[config.mk]
export PLATFORM = sky130hd
export DESIGN_NAME = accel_axis_averager
export DESIGN_NICKNAME = d
export VERILOG_FILES = /design/src/rtl/accel_axis_averager.sv
export SDC_FILE = /design/constraint.sdc
export NUM_CORES = 1
export LEC_CHECK = 0
export ABC_CLOCK_PERIOD_IN_PS = 3100
export BUFFER_PORTS_ARGS = -buffer_cell sky130_fd_sc_hd__buf_2
export CAP_MARGIN = 30
export CORE_MARGIN = 4
export CORE_UTILIZATION = 58
export CTS_CLUSTER_DIAMETER = 60
export CTS_CLUSTER_SIZE = 28
export DETAILED_ROUTE_END_ITERATION = 16
export PLACE_DENSITY_LB_ADDON = 0.1
export SETUP_SLACK_MARGIN = 0.1
export SLEW_MARGIN = 0
export SYNTH_ARGS = -nofsm -noshare
export SYNTH_HDL_FRONTEND = slang
export SYNTH_SLANG_ARGS = --single-unit
[constraint.sdc]
create_clock -name i_clk -period 3.1 [get_ports i_clk]
set_clock_uncertainty 0.05 [all_clocks]
set_input_delay 0.155 -clock i_clk [delete_from_list [all_inputs] [get_ports i_clk]]
set_output_delay 0.155 -clock i_clk [all_outputs]
set_load 0.03 [all_outputs]
[src/rtl/accel_axis_averager.sv]
// Block-averages signed Y/Z accelerometer samples and launches the CORDIC
// tilt stage, buffering one finished average while the stage is busy.
module accel_axis_averager #(
  parameter int unsigned IN_WIDTH = 12,
  parameter int unsigned WIDTH    = 16,
  parameter int unsigned LOG2_AVG = 3
) (
  input  logic                i_clk,
  input  logic                i_rst,
  input  logic [IN_WIDTH-1:0] i_y_raw,
  input  logic [IN_WIDTH-1:0] i_z_raw,
  input  logic                i_sample_valid,
  input  logic                i_cordic_done,
  output logic [WIDTH-1:0]    o_y,
  output logic [WIDTH-1:0]    o_z,
  output logic                o_start,
  output logic                o_busy,
  output logic                o_overrun
);

  localparam int unsigned AW = IN_WIDTH + LOG2_AVG;
  // A zero-width counter is illegal, so LOG2_AVG=0 keeps one bit pinned at 0.
  localparam int unsigned CW = (LOG2_AVG > 0) ? LOG2_AVG : 1;
  localparam int unsigned N  = 1 << LOG2_AVG;

  typedef enum logic {
    S_IDLE = 1'b0,
    S_WAIT = 1'b1
  } state_t;

  state_t                      state, state_n;
  logic                        launch;
  logic                        done_q;
  logic                        done_rise;
  logic                        pending;
  logic [CW-1:0]               count;
  logic signed [AW-1:0]        acc_y, acc_z;
  logic signed [AW-1:0]        y_ext, z_ext;
  logic signed [AW-1:0]        sum_y, sum_z;
  logic signed [IN_WIDTH-1:0]  res_y, res_z;
  logic                        block_done;

  assign y_ext      = AW'($signed(i_y_raw));
  assign z_ext      = AW'($signed(i_z_raw));
  assign sum_y      = acc_y + y_ext;
  assign sum_z      = acc_z + z_ext;
  assign block_done = i_sample_valid && (count == CW'(N - 1));
  assign done_rise  = i_cordic_done && !done_q;

  // Accumulate samples, latch each finished average and track overwrite.
  always_ff @(posedge i_clk) begin
    if (i_rst) begin
      acc_y     <= '0;
      acc_z     <= '0;
      count     <= '0;
      res_y     <= '0;
      res_z     <= '0;
      pending   <= 1'b0;
      o_overrun <= 1'b0;
    end else begin
      if (block_done) begin
        res_y   <= IN_WIDTH'(sum_y >>> LOG2_AVG);
        res_z   <= IN_WIDTH'(sum_z >>> LOG2_AVG);
        acc_y   <= '0;
        acc_z   <= '0;
        count   <= '0;
        pending <= 1'b1;
        if (pending && !launch) begin
          o_overrun <= 1'b1;
        end
      end else begin
        if (i_sample_valid) begin
          acc_y <= sum_y;
          acc_z <= sum_z;
          count <= count + CW'(1);
        end
        if (launch) begin
          pending <= 1'b0;
        end
      end
    end
  end

  // Launch FSM state, done history and registered launch outputs.
  always_ff @(posedge i_clk) begin
    if (i_rst) begin
      state   <= S_IDLE;
      done_q  <= 1'b0;
      o_start <= 1'b0;
      o_busy  <= 1'b0;
      o_y     <= '0;
      o_z     <= '0;
    end else begin
      state   <= state_n;
      done_q  <= i_cordic_done;
      o_start <= launch;
      o_busy  <= (state_n == S_WAIT);
      if (launch) begin
        o_y <= WIDTH'(res_y);
        o_z <= WIDTH'(res_z);
      end
    end
  end

  // Next state: launch a pending average from IDLE, leave WAIT on done rising.
  always_comb begin
    state_n = state;
    launch  = 1'b0;
    case (state)
      S_IDLE: begin
        if (pending) begin
          launch  = 1'b1;
          state_n = S_WAIT;
        end
      end
      S_WAIT: begin
        if (done_rise) begin
          state_n = S_IDLE;
        end
      end
      default: state_n = S_IDLE;
    endcase
  end

endmodule

=== Word level (Yosys, flattened, before mapping) ===
Cells that the tools add are included.

* Register bits after elaboration: 86
* Output and inout bits: 35
* Logic and storage cells: 31

* Add/subtract/negate cells: 3
* Eq/ne operators: 1
* Muxes and demuxes: 6
* Bitwise gates (word level): 1
* Reductions and logical operators: 8

{| class="wikitable"
|+ Operators with widths
! operator !! count
|-
| 15-bit by 12-bit adder with 15-bit output || 2
|-
| 1-bit two-way mux || 5
|-
| 3-bit by 1-bit adder with 3-bit output, second input constant || 1
|-
| 3-bit == test, second input constant || 1
|-
| 1-bit logical AND || 3
|-
| 1-bit zero test || 2
|-
| 1-bit one-hot mux with 2 select lines || 1
|-
| 2-bit AND reduction || 1
|-
| 2-bit nonzero test || 1
|-
| 2-bit OR reduction || 1
|-
| 1-bit inverter || 1
|}

=== Logic depth before layout (Yosys ltp) ===
* Depth after elaboration: 5
* Depth in mapped cells: 8

=== Least setup slack after synthesis ===
OpenSTA, ideal clock, no wires.

* Path type: reg-to-reg
* Start: reg acc_z[0]
* End: reg acc_z[12]
* Library setup time: 0.122 ns
* Arrival: 2.052 ns
* Setup slack: 0.876 ns
* Cell stages (with the launch flop): 9
* Period minus slack after synthesis: 2.224 ns
* Cells stage by stage: dfxtp_1 ha_1 fa_1 a21o_1 a221oi_4 a21oi_2 a21oi_4 nor4_1 a311o_1

* Longest elaborated chain between the ends: 1

{| class="wikitable"
|+ Ends and longest elaborated chain
! element !! line !! RTL
|-
| from (decl) || 37 || <nowiki>logic signed [AW-1:0] acc_y, acc_z;</nowiki>
|-
| from (signal assigned) || 74 || <nowiki>acc_z <= sum_z;</nowiki>
|-
| 15-bit by 12-bit adder with 15-bit output || 46 || <nowiki>assign sum_z = acc_z + z_ext;</nowiki>
|}

Every way passes these cells.
A chain may end at the register's enable or synchronous reset.

=== Worst setup path after layout ===
* Start: reg acc_z[0]
* End: reg acc_z[10]

Same word-level chain as after synthesis.

==> run_results.csv <==
group,metric,value,unit
run_status,status,"completed",
clock_network,path_clk_slew,0.09,ns
timing,period_share,78.1,%
logic_synthesis,ys_types,63,
cells_and_area,multi_input_area,2730,um2
clock_network,ctsResizeCount,0,
logic_synthesis,ys_ff_latch,86,
critical_path,critPathCaptureType,"register",
cells_and_area,final_util,67.2,%
placed_design,portBuffers,62,
hold_path,hold_class,"in2reg",
clock_network,cts_tree,"yes",
timing,whs,0.108,ns
cells_and_area,layout_commonest_cell,"dfxtp_1",
cells_and_area,n_antenna_cell,0,
drt,drt-total-wl,10300,um
drt,drc,0,
critical_path,critPathMaxFanout,4,
die,core_area,7770,um2
drt,dr.pass1.iters,4,
drt,drt_iter0_markers,170,
cells_and_area,layout.nets,642,
critical_path,cp_cell_sequence,"ha_1 -> fa_1 -> a21o_1 -> a221oi_4 -> a211oi_2 -> nor2b_2 -> nor4_1 -> a311o_1",
logic_synthesis,synth_edf_count,0,
grt,grt_pass1_vias,3764,
clock_network,clk_latency,0.37,ns
critical_path,cp-start-kind,"register",
timing,slew_headroom,40.5,%
drt,ant_nets,0,
clock_network,htree_levels,3,
die,rows,32,
timing,fin_tns_setup,0,ns
placed_design,gp_congestion,0.914,
cells_and_area,mostFrequentLayoutCells,"86 x dfxtp_1, 74 x nand2_1, 62 x buf_2",
placed_design,hpwl,7570,um
logic_synthesis,syn-num-nets,599,
cells_and_area,drive_gt1_share,18.6,%
cells_and_area,fillers,671,
critical_path,max_stage_delay,0.41,ns
logic_synthesis,seq_area_frac_synth,36.9,%
grt,grt_max_degree,34,
logic_synthesis,synthArstFlopShare,0,%
logic_synthesis,syn_inst,539,
pwr,peakVddDrop,284,uV
die,fp.dieW,97.7,um
timing,min_period,2.42,ns
logic_synthesis,avgSynthCellArea,8.66,um2
critical_path,cp.arrival,2.62,ns
grt,grt.total_usage,21.9,%
clock_network,cts_buffers,9,
drt,dr_total_vias,4057,
grt,antenna_found_initial,0,
run,cap_violations,0,
grt,grt_overflow,0,
clock_network,holdBufCountCts,1,
timing,finalSetupViolCount,0,
die,io_pins,63,
timing,hold_viol_final,0,
critical_path,crit_type,"reg2reg",
grt,grt_pass1_wl,17500,um
clock_network,post_cts_buffers,0,
logic_synthesis,synthFlopType,"dfxtp_1",
timing,worst_pin_slew,0.893,ns
clock_network,cts_buffer_depth,2,
drt,via_per_inst,5.89,
timing,max_freq,0.413,GHz
cells_and_area,seq_area,1720,um2
clock_network,cts.sinks,86,
critical_path,required,3.30,ns
logic_synthesis,netlist_area,4670,um2
pwr,p_leak,2.27,nW
die,initial_core_util,60.1,%
die,fp.dieH,97.7,um
clock_network,root_buffer,"clkbuf_8",
critical_path,critPathSlowestCell,"fa_1",
cells_and_area,syn_to_final_growth,11.8,%
pwr,power_density,547,nW/um2
drt,wl_per_cell,14.9,um
timing,rsz0062_at_grt,"no",
timing,drv_slew,0,
die,dieArea,9550,um2
logic_synthesis,ys_warn_count,0,
==> final cells by class <==
class / count / share of cell area [%]
clock buffers: 9 / 2.37
clock inverters: 7 / 1.97
inverters: 8 / 0.575
multi-input cells: 406 / 52.4
flip-flops and latches: 86 / 33.0
well taps: 102 / 2.45
repair buffers: 71 / 7.29
==> per-stage QoR <==
step / cells / setup WS (ns) / instance area [um2] / power, mW
2_1_floorplan: 539 / 0.876 / 4670 / 1.79
3_3_place_gp: 672 / 0.743 / 4980 / 1.95
3_5_place_dp: 672 / 0.720 / 4980 / 1.97
4_1_cts: 689 / 0.688 / 5220 / 2.86
5_1_grt: 689 / 0.558 / 5220 / 3.01
6_report: 689 / 0.680 / 5220 / 2.85
==> power by group <==
group,total (mW),switching [mW],internal [mW]
Clock,0.897,0.434,0.464
Combinational,0.751,0.452,0.298
Sequential,1.20,0.0383,1.17
==> synth_stat cells, types with 5 or more instances <==
| master | instances | share of area (%) |
|---|---|---|
| dfxtp_1 | 86 | 37 |
| nand2_1 | 74 | 6.0 |
| a21oi_1 | 51 | 5.5 |
| nor2_1 | 36 | 2.9 |
| ha_1 | 30 | 8.0 |
| nand3_1 | 21 | 2.3 |
| o21ai_0 | 20 | 2.1 |
| clkbuf_1 | 19 | 1.5 |
| mux2i_1 | 18 | 3.9 |
| a22o_1 | 12 | 2.3 |
| buf_4 | 9 | 1.4 |
| nor3_1 | 9 | 0.96 |
| xor2_1 | 9 | 1.7 |
| a21o_1 | 8 | 1.3 |
| inv_1 | 8 | 0.64 |
| nand3b_1 | 7 | 1.1 |
| xnor2_1 | 7 | 1.3 |
| a211oi_1 | 6 | 0.96 |
| and3_1 | 6 | 0.80 |
| buf_2 | 6 | 0.64 |
| nand4_1 | 6 | 0.80 |
| or3_1 | 6 | 0.80 |
| a21oi_2 | 5 | 0.94 |
| buf_1 | 5 | 0.40 |
==> worst max-delay path, delay by kind of cell, from the launching register on <==
kind                       cells  cell delay [ns]
DFF                            1             0.32
AOI/OAI and AO/OA              4             1.09
adders and majority gates      2             0.61
and+or+nand+nor                2             0.25
==> path summary, 6_finish.rpt <==
| path | startpoint | to | slack [ns] | depth (start not counted) |
|---|---|---|---|---|
| max reg2reg | acc_z[0] | acc_z[10] | 0.68 | 8 |
| min reg2reg | o_z[1] | o_z[1] | 0.40 | 2 |
| max | acc_z[0] | acc_z[10] | 0.68 | 8 |
| min | i_y_raw[0] | acc_y[0] | 0.11 | 4 |
==> metal layers <==
| metal | vias to the layer above | GRT usage, % | wire, um |
|---|---|---|---|
| met5 | - | 0 | 0 |
| met2 | 118 | 32.7 | 4420 |
| li1 | 2031 | - | - |
| met1 | 1894 | 31.0 | 5090 |
| met4 | 0 | 8.09 | 161 |
| met3 | 14 | 4.59 | 596 |
==> state kept, by name (all words and copies together) (netlist names), 3 cells and up <==
| signal | flops |
|---|---|
| acc_y | 15 |
| acc_z | 15 |
| count | 3 |
| o_y | 12 |
| o_z | 12 |
| res_y | 12 |
| res_z | 12 |
==> cells by family after synthesis <==
| kind of cell | count (synthesis) | share of synthesized area [%] |
|---|---|---|
| and+or+nand+nor | 192 | 20.0 |
| muxes | 18 | 3.86 |
| buffers and inverters | 47 | 4.66 |
| xor gates and xnor gates | 17 | 3.48 |
| DFF | 86 | 36.9 |
| AOI/OAI and AO/OA | 147 | 22.2 |
| adders and majority gates | 32 | 8.90 |
Power figures use the tool's default switching activity.
